File: config.mk
export PLATFORM = sky130hd
export DESIGN_NAME = bus_protocol_master_flat
export DESIGN_NICKNAME = d
export VERILOG_FILES = /design/src/rtl/bus_protocol_master_if.sv /design/src/rtl/bus_protocol_master.sv /design/src/flat_wrapper.sv
export SDC_FILE = /design/constraint.sdc
export NUM_CORES = 1
export LEC_CHECK = 0
export ABC_AREA = 0
export ABC_CLOCK_PERIOD_IN_PS = 2300
export BUFFER_PORTS_ARGS = -buffer_cell sky130_fd_sc_hd__buf_4
export CAP_MARGIN = 20
export CORE_UTILIZATION = 35
export CTS_CLUSTER_SIZE = 24
export DETAILED_ROUTE_END_ITERATION = 8
export PLACE_DENSITY_LB_ADDON = 0.15
export SLEW_MARGIN = 20
export SYNTH_ARGS = -nofsm -noshare
export SYNTH_HDL_FRONTEND = slang
export SYNTH_SLANG_ARGS = --single-unit
File: constraint.sdc
create_clock -name clk -period 2.3 [get_ports clk]
set_input_delay 0.23 -clock clk [delete_from_list [all_inputs] [get_ports clk]]
set_output_delay 0.23 -clock clk [all_outputs]
set_load 0.01 [all_outputs]
File: src/rtl/bus_protocol_master_if.sv
// Signal bundle between the byte bus master, its upstream valid/ready source and the bus target.
// The master modport is the view taken by bus_protocol_master.
interface bus_protocol_master_if;
  logic       in_valid;
  logic [7:0] in_data;
  logic       in_ready;
  logic       dValid;
  logic [7:0] data;
  logic       dAck;
  logic       xfer_done;
  logic       xfer_drop;
  logic       ack_early;

  modport master (
    input  in_valid,
    input  in_data,
    input  dAck,
    output in_ready,
    output dValid,
    output data,
    output xfer_done,
    output xfer_drop,
    output ack_early
  );

  modport slave (
    output in_valid,
    output in_data,
    output dAck,
    input  in_ready,
    input  dValid,
    input  data,
    input  xfer_done,
    input  xfer_drop,
    input  ack_early
  );
endinterface

File: src/rtl/bus_protocol_master.sv
// Initiator for the dValid/dAck byte bus: buffers upstream bytes in a FIFO and presents each one
// as a 2..4 clock dValid burst, retrying on timeout up to MAX_RETRY times before dropping it.
module bus_protocol_master #(
  parameter int unsigned DEPTH     = 4,
  parameter int unsigned MAX_RETRY = 2
) (
  input logic                          clk,
  input logic                          reset,
  bus_protocol_master_if.master        bus
);

  localparam int unsigned AW = $clog2(DEPTH);
  localparam int unsigned RW = (MAX_RETRY > 0) ? $clog2(MAX_RETRY + 1) : 1;
  localparam logic [RW-1:0] MaxRetry = RW'(MAX_RETRY);

  typedef enum logic [1:0] {
    StIdle,
    StValid,
    StGap
  } state_e;

  // FIFO storage; pointers carry one extra wrap bit to tell full from empty
  logic [7:0]  mem_q [DEPTH];
  logic [AW:0] wr_ptr_q, rd_ptr_q;
  logic        full, empty, push, pop;
  logic [7:0]  head;

  state_e      state_q, state_d;
  logic [2:0]  vcnt_q, vcnt_d;
  logic [RW-1:0] rcnt_q, rcnt_d;
  logic        dack_q;
  logic        dvalid_q, dvalid_d;
  logic [7:0]  data_q, data_d;
  logic        done_q, done_d;
  logic        drop_q, drop_d;
  logic        early_q, early_d;
  logic        ack_qual;

  assign full  = (wr_ptr_q[AW] != rd_ptr_q[AW]) && (wr_ptr_q[AW-1:0] == rd_ptr_q[AW-1:0]);
  assign empty = (wr_ptr_q == rd_ptr_q);
  assign push  = bus.in_valid && !full;
  assign head  = mem_q[rd_ptr_q[AW-1:0]];

  assign bus.in_ready  = !full;
  assign bus.dValid    = dvalid_q;
  assign bus.data      = data_q;
  assign bus.xfer_done = done_q;
  assign bus.xfer_drop = drop_q;
  assign bus.ack_early = early_q;

  // Only a fresh rise of dAck from burst clock 2 onward counts as an acknowledge
  assign ack_qual = bus.dAck && !dack_q && (vcnt_q >= 3'd2);

  always_comb begin
    state_d  = state_q;
    vcnt_d   = vcnt_q;
    rcnt_d   = rcnt_q;
    dvalid_d = dvalid_q;
    data_d   = data_q;
    pop      = 1'b0;
    done_d   = 1'b0;
    drop_d   = 1'b0;
    early_d  = 1'b0;
    unique case (state_q)
      StIdle: begin
        if (!empty) begin
          data_d   = head;
          dvalid_d = 1'b1;
          vcnt_d   = 3'd1;
          state_d  = StValid;
        end
      end
      StValid: begin
        if (ack_qual) begin
          dvalid_d = 1'b0;
          pop      = 1'b1;
          done_d   = 1'b1;
          rcnt_d   = '0;
          state_d  = StGap;
        end else begin
          if (bus.dAck && (vcnt_q == 3'd1)) begin
            early_d = 1'b1;
          end
          if (vcnt_q < 3'd4) begin
            vcnt_d = vcnt_q + 3'd1;
          end else begin
            dvalid_d = 1'b0;
            state_d  = StGap;
            if (rcnt_q < MaxRetry) begin
              rcnt_d = rcnt_q + 1'b1;
            end else begin
              pop    = 1'b1;
              drop_d = 1'b1;
              rcnt_d = '0;
            end
          end
        end
      end
      StGap: begin
        state_d = StIdle;
      end
      default: begin
        state_d = StIdle;
      end
    endcase
  end

  always_ff @(posedge clk) begin
    if (reset) begin
      state_q  <= StIdle;
      vcnt_q   <= '0;
      rcnt_q   <= '0;
      dack_q   <= 1'b0;
      dvalid_q <= 1'b0;
      data_q   <= 8'h00;
      done_q   <= 1'b0;
      drop_q   <= 1'b0;
      early_q  <= 1'b0;
      wr_ptr_q <= '0;
      rd_ptr_q <= '0;
    end else begin
      state_q  <= state_d;
      vcnt_q   <= vcnt_d;
      rcnt_q   <= rcnt_d;
      dack_q   <= bus.dAck;
      dvalid_q <= dvalid_d;
      data_q   <= data_d;
      done_q   <= done_d;
      drop_q   <= drop_d;
      early_q  <= early_d;
      if (push) begin
        wr_ptr_q <= wr_ptr_q + 1'b1;
      end
      if (pop) begin
        rd_ptr_q <= rd_ptr_q + 1'b1;
      end
    end
  end

  // Storage needs no reset: the pointers define which entries are live
  always_ff @(posedge clk) begin
    if (push && !reset) begin
      mem_q[wr_ptr_q[AW-1:0]] <= bus.in_data;
    end
  end

  a_done_drop_excl: assert property (@(posedge clk) disable iff (reset)
    !(bus.xfer_done && bus.xfer_drop));
  a_vcnt_range: assert property (@(posedge clk) disable iff (reset)
    (state_q == StValid) |-> (vcnt_q >= 3'd1 && vcnt_q <= 3'd4));
  a_valid_matches_state: assert property (@(posedge clk) disable iff (reset)
    (state_q == StValid) |-> bus.dValid);

endmodule

File: src/flat_wrapper.sv
// flat-port wrapper written by rule: the top's interface ports become plain ports
module bus_protocol_master_flat 
#(
  parameter int unsigned DEPTH     = 4,
  parameter int unsigned MAX_RETRY = 2
)
  (clk, reset, bus_in_valid, bus_in_data, bus_dAck, bus_in_ready, bus_dValid, bus_data, bus_xfer_done, bus_xfer_drop, bus_ack_early);
  bus_protocol_master_if bus_i ();
  input logic clk;
  input logic reset;
  input wire logic [$bits(bus_i.in_valid)-1:0] bus_in_valid;
  input wire logic [$bits(bus_i.in_data)-1:0] bus_in_data;
  input wire logic [$bits(bus_i.dAck)-1:0] bus_dAck;
  output wire logic [$bits(bus_i.in_ready)-1:0] bus_in_ready;
  output wire logic [$bits(bus_i.dValid)-1:0] bus_dValid;
  output wire logic [$bits(bus_i.data)-1:0] bus_data;
  output wire logic [$bits(bus_i.xfer_done)-1:0] bus_xfer_done;
  output wire logic [$bits(bus_i.xfer_drop)-1:0] bus_xfer_drop;
  output wire logic [$bits(bus_i.ack_early)-1:0] bus_ack_early;
  assign bus_i.in_valid = bus_in_valid;
  assign bus_i.in_data = bus_in_data;
  assign bus_i.dAck = bus_dAck;
  assign bus_in_ready = bus_i.in_ready;
  assign bus_dValid = bus_i.dValid;
  assign bus_data = bus_i.data;
  assign bus_xfer_done = bus_i.xfer_done;
  assign bus_xfer_drop = bus_i.xfer_drop;
  assign bus_ack_early = bus_i.ack_early;
  bus_protocol_master #(.DEPTH(DEPTH), .MAX_RETRY(MAX_RETRY)) u_core (.clk(clk), .reset(reset), .bus(bus_i));
endmodule
==> reports/results.txt <==
hold buffer count at CTS: 0
Core Box Area: 6460 sq um
first-pass GRT wire length: 6.83 mm
Pre-Repair DR Iteration Count: 4
ant diodes: 0
Yosys warnings: 0
total wire length: 4.14 mm
sequential share of the synthesized area: 62.5%
synth top area cells: edfxtp_1 41%, dfxtp_1 22%, mux4_1 8.9%
measured slew at the worst slew-check pin: 0.484 ns
Post-Synthesis Net Count: 180
die height: 84.3 microns
Final setup viols: 0
ys async rst share: 0%
clock-pin slew on the worst setup and hold paths: 0.07 ns
Max-Cap Viols: 0
CP Cell Sequence: xnor2_2 -> nand3_1 -> and3b_1 -> and2_1
Mapped Avg Cell Area: 14.7 sq um
crit-path max cell delay: 0.44 ns
critical path required time: 2.29 ns
GRT Util Overall: 13.1%
Setup CP Type: reg -> reg
P&R area growth vs syn: 19.1%
DP Worst Slack: 0.589 ns
Slew HR: 67.5%
Final Hold Viols: 0
Commonest cells post-synth: 32 x edfxtp_1, 26 x dfxtp_1, 17 x nor2_1
Setup crit end kind: flop
TritonCTS clock tree: yes
# DRC: 0
Clock Skew: 0.00836 ns
Reg2Reg Depth: 4
routability cong.: 0.768
Worst setup SP type: flop
Wirelength per Cell: 15.1 microns
largest net degree at the start of global routing: 31
Mapped Cells: 161
hold path cells: 1
clock tree buffer depth: 2
Max Slew Vio Count: 0
fraction of layout cells with a size suffix above 1: 25.4%
Max Clk Rate: 587 MHz
CTS root buf: clkbuf_8
Vias: 1331
Nets: 211
initial antenna violation count: 0
initial core utilization: 36.7%
Site Rows: 29
Max IR drop VDD: 0.407 mV
post-DP HPWL: 2.76 mm
grt total ovfl: 0
Tmin final: 1.70 ns
IO Pins: 25
Post-synth EDFFs: 32
Power Dens Cells: 821 nW/um^2
RSZ-0062 raised after global routing: false
Synth area leader: edfxtp_1
Antenna Nets Post-Route: 0
crit-path max FO: 8
via/cell ratio: 4.86
top-count cell post-synth: edfxtp_1
vias in the first global route: 1382
Clock Latency Late Sink: 0.33 ns
Post-CTS Repair Setup Buffers: 0
synthesized flop and latch total: 58
clock sinks: 58
chip width: 84.3 microns
leakage: 1.07 nW
Unique masters post-synth: 38
CTS buffer count: 9
Synth Cell Area: 2370 sq um
# resized after CTS: 0
Die Area: 7110 sq um
CTS H-tree depth: 3
Overall Power: 0.00232 W
Worst Hold Class: in -> reg
Arr. time, crit path: 1.69 ns
top_reg_cell synth: edfxtp_1
area share of the largest cell type after synthesis: 40.5%
First DRT Iteration DRCs: 44
outcome: finished, final reports clean
# port buffers: 24
fin crit share: 74.1%
worst hold margin: 0.0976 ns
CP max stage cell: dfxtp_1
final worst slack: 0.596 ns
post-route setup TNS: 0 ns
layout make-up:
cell class | count | area (sq um)
clock buffer | 9 | 124
clock inverter | 7 | 78.8
fill | 601 | 3630
inverter | 5 | 18.8
multi-input combinational | 91 | 822
sequential | 58 | 1480
tap | 77 | 96.3
timing repair buffer | 27 | 203
layout by cell type (no fill, tap or decap), drive strengths merged, types with 2 or more instances in the layout:
master	instances
nor3b	2
xor2	2
mux2i	10
nor3	4
xnor2	4
clkbuf	9
mux4	8
o21ai	3
nand2b	2
buf	27
or3	2
clkinv	2
nand2	2
edfxtp	32
and2	3
inv	6
dfxtp	26
nor2b	3
nor2	17
and3b	2
clkinvlp	3
a21oi	4
nand3	2
a22oi	2
ha	7
path summary, 6_finish.rpt:
path / start / to / slack (ns)
min reg2reg: u_core.bus.dValid / u_core.bus.dValid / 0.45
min: bus_in_data[0] / u_core.mem_q[3][0] / 0.1
max reg2reg: u_core.wr_ptr_q[0] / u_core.mem_q[0][2] / 0.60
max: u_core.wr_ptr_q[0] / u_core.mem_q[0][2] / 0.60
critical path, delay by kind of cell, from the launching register on:
family           cells  cell delay [ns]
XOR/XNOR             1             0.12
flip-flops           1             0.44
AND/OR/NAND/NOR      3             0.80
cell families (layout without fill, tap and decap cells):
group	count (synthesis)	count (layout)	synth area share [%]
xor gates and xnor gates	6	6	2.85
and+or+nand+nor	43	43	9.87
muxes	19	19	13.6
adders and majority gates	7	7	3.69
AOI/OAI and AO/OA	16	16	4.70
DFF	58	58	62.5
buffers and inverters	12	48	2.85
per-layer routing:
metal  vias to the layer above  part of all wire, %  track usage (%)
met5                         -                    0                0
met4                         0                  1.8             7.68
met3                         6                  4.0             4.62
met2                        24                   50             21.7
met1                       636                   44             14.7
li1                        665                    -                -
flip-flops by register name (all words and copies together), names as in the netlist, 2 cells and up:
signal	flops
u_core.mem_q	32
u_core.vcnt_q	3
u_core.wr_ptr_q	3
u_core.rd_ptr_q	3
u_core.state_q	2
u_core.rcnt_q	2
u_core.bus.data	8
per-stage QoR:
step / instances / cell area, sq um / utilization, %
after floorplan: 161 / 2370 / -
after global placement: 258 / 2620 / 40.6
after detailed placement: 258 / 2620 / 40.6
after CTS: 274 / 2820 / 43.7
after global routing: 274 / 2820 / 43.7
final: 274 / 2820 / 43.7
power by group:
group	internal (W)	switching, W
combinational	0.0000975	0.000106
clock	0.000507	0.000442
sequential	0.00114	0.0000273
No activity file was read; power rests on OpenSTA's default activity.
